**src/rtl/multi_cycle_control.sv**
```systemverilog
// Main control FSM for a multi-cycle MIPS-style datapath (R-type, lw, sw, beq, j).
// Memory-access states stall on mem_ready; reset forces FETCH and masks all controls.
module multi_cycle_control #(
  parameter bit MEM_WAIT = 1'b1
) (
  input  logic       clk,
  input  logic       reset,
  input  logic [5:0] opcode,
  input  logic       mem_ready,
  output logic       PCWrite,
  output logic       PCWriteCond,
  output logic       IorD,
  output logic       MemRead,
  output logic       MemWrite,
  output logic       MemtoReg,
  output logic       IRWrite,
  output logic       RegWrite,
  output logic       RegDst,
  output logic       ALUSrcA,
  output logic [1:0] ALUSrcB,
  output logic [1:0] PCSource,
  output logic [1:0] ALUOp,
  output logic [3:0] state,
  output logic       instr_done,
  output logic       illegal_op
);

  localparam logic [3:0] S_FETCH  = 4'd0;
  localparam logic [3:0] S_DECODE = 4'd1;
  localparam logic [3:0] S_MEMADR = 4'd2;
  localparam logic [3:0] S_MEMRD  = 4'd3;
  localparam logic [3:0] S_MEMWB  = 4'd4;
  localparam logic [3:0] S_MEMWR  = 4'd5;
  localparam logic [3:0] S_EXEC   = 4'd6;
  localparam logic [3:0] S_RCOMP  = 4'd7;
  localparam logic [3:0] S_BRANCH = 4'd8;
  localparam logic [3:0] S_JUMP   = 4'd9;

  localparam logic [5:0] OP_RTYPE = 6'd0;
  localparam logic [5:0] OP_J     = 6'd2;
  localparam logic [5:0] OP_BEQ   = 6'd4;
  localparam logic [5:0] OP_LW    = 6'd35;
  localparam logic [5:0] OP_SW    = 6'd43;

  logic [3:0] r_state;
  logic [3:0] w_state_next;
  logic       w_ready;
  logic       w_op_legal;

  assign w_ready    = MEM_WAIT ? mem_ready : 1'b1;
  assign w_op_legal = (opcode == OP_RTYPE) || (opcode == OP_J) || (opcode == OP_BEQ)
                   || (opcode == OP_LW) || (opcode == OP_SW);

  always_ff @(posedge clk) begin
    if (reset) begin
      r_state <= S_FETCH;
    end else begin
      r_state <= w_state_next;
    end
  end

  // Unused codes 10-15 fall through to the FETCH default.
  always_comb begin
    w_state_next = S_FETCH;
    case (r_state)
      S_FETCH:  w_state_next = w_ready ? S_DECODE : S_FETCH;
      S_DECODE: begin
        case (opcode)
          OP_LW, OP_SW: w_state_next = S_MEMADR;
          OP_RTYPE:     w_state_next = S_EXEC;
          OP_BEQ:       w_state_next = S_BRANCH;
          OP_J:         w_state_next = S_JUMP;
          default:      w_state_next = S_FETCH;
        endcase
      end
      S_MEMADR: w_state_next = (opcode == OP_SW) ? S_MEMWR : S_MEMRD;
      S_MEMRD:  w_state_next = w_ready ? S_MEMWB : S_MEMRD;
      S_MEMWR:  w_state_next = w_ready ? S_FETCH : S_MEMWR;
      S_EXEC:   w_state_next = S_RCOMP;
      default:  w_state_next = S_FETCH;
    endcase
  end

  always_comb begin
    PCWrite     = 1'b0;
    PCWriteCond = 1'b0;
    IorD        = 1'b0;
    MemRead     = 1'b0;
    MemWrite    = 1'b0;
    MemtoReg    = 1'b0;
    IRWrite     = 1'b0;
    RegWrite    = 1'b0;
    RegDst      = 1'b0;
    ALUSrcA     = 1'b0;
    ALUSrcB     = 2'b00;
    PCSource    = 2'b00;
    ALUOp       = 2'b00;
    instr_done  = 1'b0;
    illegal_op  = 1'b0;
    state       = r_state;
    if (reset) begin
      state = S_FETCH;
    end else begin
      case (r_state)
        S_FETCH: begin
          MemRead = 1'b1;
          ALUSrcB = 2'b01;
          // PC and IR update only on the completing cycle so a stalled fetch bumps PC once.
          IRWrite = w_ready;
          PCWrite = w_ready;
        end
        S_DECODE: begin
          ALUSrcB    = 2'b11;
          illegal_op = ~w_op_legal;
        end
        S_MEMADR: begin
          ALUSrcA = 1'b1;
          ALUSrcB = 2'b10;
        end
        S_MEMRD: begin
          MemRead = 1'b1;
          IorD    = 1'b1;
        end
        S_MEMWB: begin
          RegWrite   = 1'b1;
          MemtoReg   = 1'b1;
          instr_done = 1'b1;
        end
        S_MEMWR: begin
          MemWrite   = 1'b1;
          IorD       = 1'b1;
          instr_done = w_ready;
        end
        S_EXEC: begin
          ALUSrcA = 1'b1;
          ALUOp   = 2'b10;
        end
        S_RCOMP: begin
          RegWrite   = 1'b1;
          RegDst     = 1'b1;
          instr_done = 1'b1;
        end
        S_BRANCH: begin
          ALUSrcA     = 1'b1;
          ALUOp       = 2'b01;
          PCWriteCond = 1'b1;
          PCSource    = 2'b01;
          instr_done  = 1'b1;
        end
        S_JUMP: begin
          PCWrite    = 1'b1;
          PCSource   = 2'b10;
          instr_done = 1'b1;
        end
        default: ;
      endcase
    end
  end

endmodule
```
**config.mk**
```make
export PLATFORM = sky130hd
export DESIGN_NAME = multi_cycle_control
export DESIGN_NICKNAME = d
export VERILOG_FILES = /design/src/rtl/multi_cycle_control.sv
export SDC_FILE = /design/constraint.sdc
export NUM_CORES = 1
export LEC_CHECK = 0
export ABC_AREA = 0
export CORE_AREA = 2 2 40 42
export CTS_CLUSTER_SIZE = 14
export DETAILED_ROUTE_END_ITERATION = 10
export DIE_AREA = 0 0 42 44
export PLACE_DENSITY = 0.81
export SLEW_MARGIN = 20
export SYNTH_ARGS = -nofsm -noshare
export SYNTH_HDL_FRONTEND = slang
export SYNTH_SLANG_ARGS = --single-unit
```
**constraint.sdc**
```tcl
create_clock -name clk -period 3 [get_ports clk]
set_input_delay 0.45 -clock clk [delete_from_list [all_inputs] [get_ports clk]]
set_output_delay 0.45 -clock clk [all_outputs]
set_load 0.01 [all_outputs]
```
==> key figures, run 1 <==
Timing
  • Setup ws final: 0.303 ns
  • Tmin final: 2.70 ns
  • Hold Worst Slack: 0.659 ns
  • Worst Clk Skew: 0.00853 ns
  • Fmax: 371 MHz
  • Worst slew pin tran: 0.627 ns
  • Final setup TNS: 0 ns
  • Final-report setup violation count: 0
  • Fin crit share: 0.899
  • Max Slew Vio Count: 0
  • Hold Vio Cnt, Final: 0
  • RSZ-0062 raised after global routing: false
  • Slew HR: 0.581

Min path
  • Cell count of the worst hold path: 2
  • Worst min-delay path class: register to register
  • WHS Endpoint: r_state[3]
  • Worst hold start: r_state[1]

Floorplan
  • Die height: 44 um
  • I/O pins: 31
  • FP Rows: 14
  • Initial Util: 0.384
  • Die Area: 0.00185 sq mm
  • Die Width: 42 um
  • Core area: 0.00142 sq mm

Global route
  • Number of global-route vias before repair: 611
  • GR peak layer: met2
  • GRT overflow: 0
  • M2 GR Usage: 0.328
  • Met1 Track Usage GR: 0.215
  • First-pass GRT wire length: 2.64 mm
  • Largest net degree at the start of global routing: 21
  • Met3 Resource Use GR: 0.0333
  • GRT Overall Usage: 0.182
  • Initial antenna violation count: 0

Final layout
  • Regs by FF count: r_state x4
  • Layout net count: 118
  • Max FFs per register: 4
  • Top reg by flops: r_state
  • Fin cells: 123
  • Fin util: 0.601
  • Layout area overhead: 56.6%
  • Design area: 852 sq um
  • Number of diodes: 0
  • Fraction of layout cells with a size suffix above 1: 0.0841

Yosys
  • Top-area cell type share of the netlist area: 0.147
  • Seq/Total Area, Yosys: 0.147
  • Mapped Area: 544 sq um
  • Number of synthesized register bits: 4
  • Post-synth top area cell: dfxtp_1
  • Predominant post-synthesis flop cell: dfxtp_1
  • Post-synth EDFFs: 0
  • Synth unique cells: 36
  • Synthesized instance count: 81
  • Synth top area cells: dfxtp_1, nor2_1, nor3_1
  • Post-synth top cells: nor2_1, nor3_1
  • Count leader, synth: nor2_1
  • Synthesis warning total: 0
  • Syn Area/Cell: 6.72 sq um
  • Post-Syn Nets: 90
  • Async set-reset flop share out of synthesis: 0

Power
  • Clock Power Share: 0.361
  • Switching share of power: 0.280
  • Internal: 0.130 mW
  • Tot Pwr: 0.180 mW
  • Logic gate share of total power: 0.310
  • Sequential share of power: 0.328
  • VDD IR-drop max: 0.328 mV
  • Power density cells: 212 mW/mm^2
  • Psw: 0.0505 mW
  • LEAKAGE: 0.307 nW

Critical path
  • Most used cell, CP: clkdlybuf4s50_1
  • Critical path class: primary input to output port
  • WP data arrival: 2.25 ns
  • CP max-delay cell: clkdlybuf4s50_1
  • R2R cell count: 4
  • CP required: 2.55 ns
  • WP buf/inv: 2
  • CP cell instances: clkdlybuf4s50_1 > or3_1 > a2111oi_2 > clkdlybuf4s50_1
  • Critical path endpoint category: output port
  • RR Endpoint: r_state[0]
  • Crit Path Max Fanout: 6
  • R2R setup slack: 1.32 ns
  • CP top delay family: buffers and inverters
  • Crit-path max cell delay: 0.59 ns
  • Worst R2R Start: r_state[0]
  • Startpoint types: primary input

Drt
  • 1st-pass router iterations: 4
  • Routed wire per std cell: 13.1 um
  • Initial drt markers: 34
  • DRT antenna net count: 0
  • DRC: 0
  • Vias post-DR: 707
  • Vias/cell: 5.75
  • Final WL: 1.62 mm

CTS
  • Clk sinks: 4
  • Hold buffers post-CTS: 0
  • Clock-pin slew on the worst setup and hold paths: 0.04 ns
  • CTS tree: yes
  • Postcts setup bufs: 0
  • Worst-skew pair later-pin latency: 0.23 ns
  • Root Buffer: clkbuf_4
  • Max clock buf depth: 2
  • Post-cts sizing count: 0
  • Cts bufs inserted: 3
  • H-tree depth: 1

Placement
  • PortBufs: 30
  • RD Place Congestion: 0.793
  • Placed Cells: 120
  • Post-DP Area: 830 sq um
  • Detailed placer's ending HPWL: 1.19 mm
  • Dpl ws: 0.296 ns

Status
  • Status: complete, no violations

Job
  • Max-Cap Viols: 0
==> kinds of logic (layout without fill, tap and decap cells) <==
logic type | Yosys count | count (layout) | share of synthesized area
and+or+nand+nor | 50 | 50 | 0.515
DFF | 4 | 4 | 0.147
buffers and inverters | 11 | 37 | 0.106
AOI/OAI and AO/OA | 12 | 12 | 0.168
xor gates and xnor gates | 4 | 4 | 0.0644
==> per-layer routing <==
metal	part of all wire	vias up	wire (um)
li1	-	342	-
met1	0.42	325	682
met2	0.50	36	805
met3	0.070	4	113
met4	0.0087	0	14
met5	0	-	0
==> layout by cell type (no fill, tap or decap), drive strengths merged, types with 2 or more instances in the layout <==
cell           instances
a21oi                  2
and3                   2
buf                    2
clkbuf                 3
clkdlybuf4s50         30
dfxtp                  4
inv                    2
nand2                  4
nand2b                 2
nor2                  16
nor2b                  3
nor3                   7
nor4                   4
nor4b                  2
o21ai                  3
or3                    2
xnor2                  2
xor2                   2
==> cell type report <==
class / instances / area (sq um)
fillers: 144 / 567
multi-input cells: 66 / 407
repair buffers: 32 / 315
flip-flops and latches: 4 / 80.1
clock buffers: 3 / 22.5
well taps: 16 / 20.0
inverters: 2 / 7.51
==> power by group through the flow <==
stage	clock network [mW]	registers (mW)	logic [mW]
5_1_grt	0.0689	0.0597	0.0601
4_1_cts	0.0669	0.0591	0.0556
6_report	0.0652	0.0592	0.0560
3_5_place_dp	0	0.0599	0.0553
2_1_floorplan	0	0.0556	0.0316
3_3_place_gp	0	0.0597	0.0544
==> worst register-to-register path, delay by kind of cell (launching register included) <==
family / cells / cell delay (ns)
AOI/OAI and AO/OA: 3 / 0.80
DFF: 1 / 0.71
and+or+nand+nor: 1 / 0.06
==> worst max-delay path by stage <==
| stage | from | cells past startpoint | slack (ns) | endpoint |
|---|---|---|---|---|
| 3_5_place_dp | reset | 4 | 0.30 | illegal_op |
| 5_1_grt | reset | 4 | 0.25 | IRWrite |
| 4_1_cts | reset | 4 | 0.30 | illegal_op |
| 3_3_place_gp | reset | 4 | 0.30 | illegal_op |
| 2_1_floorplan | r_state[2] | 4 | 1.15 | PCSource[0] |
| 6_report | reset | 4 | 0.30 | illegal_op |
No activity file was read; power rests on OpenSTA's default activity.
==> inputs of run 2 (changes only) <==
Settings changed: CORE_AREA 2 2 40 42 to 2 2 43 45, DIE_AREA 0 0 42 44 to 0 0 45 47, PLACE_DENSITY 0.81 to 0.71.
==> run 2 against run 1 <==
Effect of this change: clock-buffer cell count is the same; fmax shrank 1.4%; utilization shrank 8.4 points; wire length grew 0.31%; via count shrank 5.7%; critical path type unchanged.
==> key figures, run 2 (synthesis results as in run 1) <==
Status
  • Status: complete, no violations (unchanged)

Final layout
  • Top reg by flops: r_state (unchanged)
  • FILL cells: 179 (was 144)
  • Multi-input gate area: 407 sq um (unchanged)
  • Max FFs per register: 4 (unchanged)
  • Commonest non-fill, non-tap cell in the layout: clkdlybuf4s50_1 (unchanged)
  • Fraction of layout cells with a size suffix above 1: 0.0841 (unchanged)
  • Layout net count: 118 (unchanged)
  • Number of diodes: 0 (unchanged)
  • Commonest non-fill, non-tap cells in the layout: clkdlybuf4s50_1, nor2_1, nor3_1 (unchanged)
  • Layout area overhead: 56.8% (was 56.6%)
  • Register area: 80.1 sq um (unchanged)
  • Regs by FF count: r_state x4 (unchanged)

Timing
  • Worst Clk Skew: 0.00294 ns (was 0.00853 ns)
  • Fin crit share: 0.912 (was 0.899)
  • Hold Worst Slack: 0.660 ns (was 0.659 ns)
  • Fmax: 366 MHz (was 371 MHz)
  • Final setup TNS: 0 ns (unchanged)
  • Worst slew pin tran: 0.625 ns (was 0.627 ns)
  • Setup ws final: 0.264 ns (was 0.303 ns)
  • Slew HR: 0.583 (was 0.581)
  • Max Slew Vio Count: 0 (unchanged)
  • Tmin final: 2.74 ns (was 2.70 ns)
  • Hold Vio Cnt, Final: 0 (unchanged)
  • RSZ-0062 raised after global routing: false (unchanged)
  • Final-report setup violation count: 0 (unchanged)

Power
  • VDD IR-drop max: 0.237 mV (was 0.328 mV)
  • Power density cells: 210 mW/mm^2 (was 212 mW/mm^2)
  • LEAKAGE: 0.307 nW (unchanged)

Global route
  • M2 GR Usage: 0.257 (was 0.328)
  • GRT Overall Usage: 0.155 (was 0.182)
  • Initial antenna violation count: 0 (unchanged)
  • Met1 Track Usage GR: 0.198 (was 0.215)
  • Largest net degree at the start of global routing: 21 (unchanged)
  • Met3 Resource Use GR: 0.0615 (was 0.0333)
  • Number of global-route vias before repair: 577 (was 611)
  • First-pass GRT wire length: 2.43 mm (was 2.64 mm)
  • GRT overflow: 0 (unchanged)
  • GR peak layer: met2 (unchanged)

Job
  • Max-Cap Viols: 0 (unchanged)

CTS
  • Hold buffers post-CTS: 0 (unchanged)
  • Root Buffer: clkbuf_4 (unchanged)
  • Post-cts sizing count: 0 (unchanged)
  • Clock-pin slew on the worst setup and hold paths: 0.03 ns (was 0.04 ns)
  • Postcts setup bufs: 0 (unchanged)
  • H-tree depth: 1 (unchanged)
  • Clk sinks: 4 (unchanged)
  • Max clock buf depth: 2 (unchanged)
  • Worst-skew pair later-pin latency: 0.23 ns (about the same)
  • CTS tree: yes (unchanged)
  • Cts bufs inserted: 3 (unchanged)

Critical path
  • WP data arrival: 2.29 ns (was 2.25 ns)
  • Worst R2R Start: r_state[0] (unchanged)
  • CP cell instances: clkdlybuf4s50_1 > or3_1 > a2111oi_2 > clkdlybuf4s50_1 (unchanged)
  • CP max-delay cell: clkdlybuf4s50_1 (unchanged)
  • Crit Path Max Fanout: 6 (unchanged)
  • Startpoint types: primary input (unchanged)
  • WP buf/inv: 2 (unchanged)
  • Critical path endpoint category: output port (unchanged)
  • Critical path origin: reset (unchanged)
  • CP top delay family: buffers and inverters (unchanged)
  • CP required: 2.55 ns (about the same)
  • Crit-path max cell delay: 0.60 ns (was 0.59 ns)
  • Critical path class: primary input to output port (unchanged)
  • Most used cell, CP: clkdlybuf4s50_1 (unchanged)

Floorplan
  • Die Area: 0.00212 sq mm (was 0.00185 sq mm)
  • Core area: 0.00165 sq mm (was 0.00142 sq mm)
  • Die Width: 45 um (was 42 um)
  • Initial Util: 0.330 (was 0.384)
  • I/O pins: 31 (unchanged)
  • FP Rows: 15 (was 14)
  • Die height: 47 um (was 44 um)

Drt
  • Initial drt markers: 5 (was 34)
  • 1st-pass router iterations: 4 (unchanged)
  • Vias/cell: 5.38 (was 5.75)
  • Vias post-DR: 667 (was 707)
  • DRC: 0 (unchanged)
  • Final WL: 1.62 mm (about the same)
  • DRT antenna net count: 0 (unchanged)
  • Routed wire per std cell: 13.1 um (about the same)

Min path
  • Worst min-delay path class: register to register (unchanged)
  • Worst hold start: r_state[1] (unchanged)

Placement
  • Detailed placer's ending HPWL: 1.19 mm (about the same)
  • RD Place Congestion: 0.802 (was 0.793)
  • Dpl ws: 0.273 ns (was 0.296 ns)
  • PortBufs: 30 (unchanged)
run 2: cell counts in the layout (fill, tap and decap cells not counted):
Identical to the previous run, type by type.
run 2: power breakdown:
| group | internal [mW] | switching, mW |
|---|---|---|
| Combinational | 0.0306 | 0.0247 |
| Sequential | 0.0546 | 0.00458 |
| Clock | 0.0446 | 0.0202 |
run 2: final timing paths:
| path | to | slack (ns) | cells past startpoint |
|---|---|---|---|
| worst max-delay path | illegal_op | 0.26 | 4 |
| worst min register to register | r_state[3] | 0.66 | 2 |
| worst max register to register | r_state[0] | 1.41 | 4 |
| worst min-delay path | r_state[3] | 0.66 | 2 |
run 2: worst reg2reg max path: stages, from the launching register on:
cell and delay (ns):
dfxtp_1 0.71, o21ai_0 0.24, a221oi_1 0.29, a2bb2oi_1 0.19, nor2_1 0.05
run 2: cell type report:
cell class                 count  share of cell area
timing repair buffer          32               0.370
inverter                       2             0.00880
sequential                     4              0.0938
tap                           17              0.0249
multi-input combinational     66               0.477
clock buffer                   3              0.0264
run 2: per-stage QoR:
stage | power [mW] | instances | area (sq um) | util
after floorplan | 0.0872 | 81 | 544 | -
after global placement | 0.115 | 121 | 831 | 0.503
after detailed placement | 0.115 | 121 | 831 | 0.503
after CTS | 0.182 | 124 | 853 | 0.517
after global routing | 0.190 | 124 | 853 | 0.517
final | 0.179 | 124 | 853 | 0.517
run 2: layer usage:
layer	share of wire	up-vias
li1	-	343
met1	0.47	295
met2	0.45	29
met3	0.078	0
met4	0	0
met5	0	-
==> inputs of run 3 (changes only) <==
Settings changed: PLACE_DENSITY 0.71 to not set, PLACE_DENSITY_LB_ADDON set to 0.1.
==> run 3 against run 2 <==
Effect of this change: die area is the same; utilization grew 0.45 points; clock power grew 3.4%; register-to-register slack lost 0.11 ns; fmax grew 1.9%; critical path type unchanged; via count grew 0.60%; wire length grew 4.4%; critical endpoint unchanged; power grew 1.6%.
==> key figures, run 3 (synthesis results as in run 1) <==
Critical path
  • Crit-path max cell delay: 0.59 ns (was 0.60 ns)
  • Most used cell, CP: clkdlybuf4s50_1 (unchanged)
  • Critical path endpoint category: output port (unchanged)
  • WP data arrival: 2.24 ns (was 2.29 ns)
  • Worst R2R Start: r_state[0] (unchanged)
  • R2R setup slack: 1.30 ns (was 1.41 ns)
  • Crit Path Max Fanout: 6 (unchanged)
  • R2R cell count: 4 (unchanged)
  • Startpoint types: primary input (unchanged)
  • RR Endpoint: r_state[0] (unchanged)
  • CP cell instances: clkdlybuf4s50_1 > or3_1 > a2111oi_2 > clkdlybuf4s50_1 (unchanged)
  • CP top delay family: buffers and inverters (unchanged)
  • Critical path class: primary input to output port (unchanged)
  • CP max-delay cell: clkdlybuf4s50_1 (unchanged)
  • WP buf/inv: 2 (unchanged)
  • CP required: 2.55 ns (about the same)

Final layout
  • Multi-input gate area: 407 sq um (unchanged)
  • Regs by FF count: r_state x4 (unchanged)
  • Top reg by flops: r_state (unchanged)
  • Register area: 80.1 sq um (unchanged)
  • Layout net count: 119 (was 118)
  • Layout area overhead: 58.2% (was 56.8%)
  • Number of diodes: 0 (unchanged)
  • Commonest non-fill, non-tap cells in the layout: clkdlybuf4s50_1, nor2_1, nor3_1 (unchanged)
  • Fraction of layout cells with a size suffix above 1: 0.0926 (was 0.0841)
  • Commonest non-fill, non-tap cell in the layout: clkdlybuf4s50_1 (unchanged)
  • FILL cells: 177 (was 179)
  • Max FFs per register: 4 (unchanged)

Floorplan
  • I/O pins: 31 (unchanged)
  • Die height: 47 um (unchanged)
  • Core area: 0.00165 sq mm (unchanged)
  • FP Rows: 15 (unchanged)
  • Die Width: 45 um (unchanged)
  • Initial Util: 0.330 (unchanged)
  • Die Area: 0.00212 sq mm (unchanged)

CTS
  • Worst-skew pair later-pin latency: 0.24 ns (was 0.23 ns)
  • Clk sinks: 4 (unchanged)
  • Max clock buf depth: 2 (unchanged)
  • Cts bufs inserted: 3 (unchanged)
  • Postcts setup bufs: 0 (unchanged)
  • H-tree depth: 1 (unchanged)
  • CTS tree: yes (unchanged)
  • Clock-pin slew on the worst setup and hold paths: 0.04 ns (was 0.03 ns)
  • Post-cts sizing count: 0 (unchanged)
  • Hold buffers post-CTS: 0 (unchanged)
  • Root Buffer: clkbuf_4 (unchanged)

Placement
  • PortBufs: 30 (unchanged)
  • Detailed placer's ending HPWL: 1.24 mm (was 1.19 mm)
  • RD Place Congestion: 0.818 (was 0.802)

Power
  • Power density cells: 212 mW/mm^2 (was 210 mW/mm^2)
  • LEAKAGE: 0.312 nW (was 0.307 nW)
  • VDD IR-drop max: 0.348 mV (was 0.237 mV)

Drt
  • Routed wire per std cell: 13.5 um (was 13.1 um)
  • Initial drt markers: 9 (was 5)
  • 1st-pass router iterations: 4 (unchanged)
  • Final WL: 1.69 mm (was 1.62 mm)
  • DRT antenna net count: 0 (unchanged)
  • DRC: 0 (unchanged)
  • Vias post-DR: 671 (was 667)
  • Vias/cell: 5.37 (was 5.38)

Timing
  • Hold Vio Cnt, Final: 0 (unchanged)
  • Max Slew Vio Count: 0 (unchanged)
  • Final setup TNS: 0 ns (unchanged)
  • Fin crit share: 0.895 (was 0.912)
  • Worst slew pin tran: 0.679 ns (was 0.625 ns)
  • Final-report setup violation count: 0 (unchanged)
  • RSZ-0062 raised after global routing: false (unchanged)
  • Slew HR: 0.547 (was 0.583)
  • Fmax: 372 MHz (was 366 MHz)
  • Tmin final: 2.69 ns (was 2.74 ns)
  • Hold Worst Slack: 0.657 ns (was 0.660 ns)
  • Worst Clk Skew: 0.00787 ns (was 0.00294 ns)

Job
  • Max-Cap Viols: 0 (unchanged)

Status
  • Status: complete, no violations (unchanged)

Global route
  • GRT overflow: 0 (unchanged)
  • Largest net degree at the start of global routing: 21 (unchanged)
  • GRT Overall Usage: 0.165 (was 0.155)
  • Initial antenna violation count: 0 (unchanged)
  • Number of global-route vias before repair: 553 (was 577)
  • First-pass GRT wire length: 2.59 mm (was 2.43 mm)

Min path
  • Worst min-delay path class: register to register (unchanged)
  • WHS Endpoint: r_state[3] (unchanged)
  • Worst hold start: r_state[2] (was r_state[1])
  • Cell count of the worst hold path: 2 (unchanged)
==> run 3: worst max-delay path by stage <==
stage                     cells after the start       start          end  slack [ns]
after global placement                        4       reset   illegal_op        0.32
final                                         4       reset   illegal_op        0.31
after floorplan                               4  r_state[2]  PCSource[0]        1.15
after detailed placement                      4       reset   illegal_op        0.30
after CTS                                     4       reset   illegal_op        0.30
after global routing                          5   opcode[1]   illegal_op        0.19
==> run 3: cell type report <==
class	count	area share
inverters	2	0.00872
clock buffers	3	0.0262
repair buffers	33	0.375
multi-input cells	66	0.472
well taps	17	0.0247
flip-flops and latches	4	0.0930
==> run 3: tightest hold or removal path, cell delays in order, from the launching register on <==
cell     delay, ns
dfxtp_1       0.32
or3_1         0.22
nor4b_1       0.08
==> run 3: stage by stage <==
stage	util	power [mW]	worst slack (ns)	instances	area (sq um)
2_1_floorplan	-	0.0872	1.15	81	544
3_3_place_gp	0.508	0.115	0.317	122	838
3_5_place_dp	0.508	0.116	0.297	122	838
4_1_cts	0.521	0.186	0.298	125	861
5_1_grt	0.521	0.193	0.193	125	861
6_report	0.521	0.182	0.315	125	861
==> run 3: per-layer routing <==
metal  global-route usage  share of wire  vias up
met3               0.0500          0.051        0
met4                    0              0        0
li1                     -              -      345
met5                    0              0        -
met1                0.241           0.50      308
met2                0.254           0.45       18
==> run 3: report_power, final <==
part           internal [mW]  total (mW)  switching (mW)
logic                 0.0307      0.0559          0.0252
clock network         0.0448      0.0670          0.0222
registers             0.0545      0.0594         0.00485
total                  0.130       0.182          0.0523
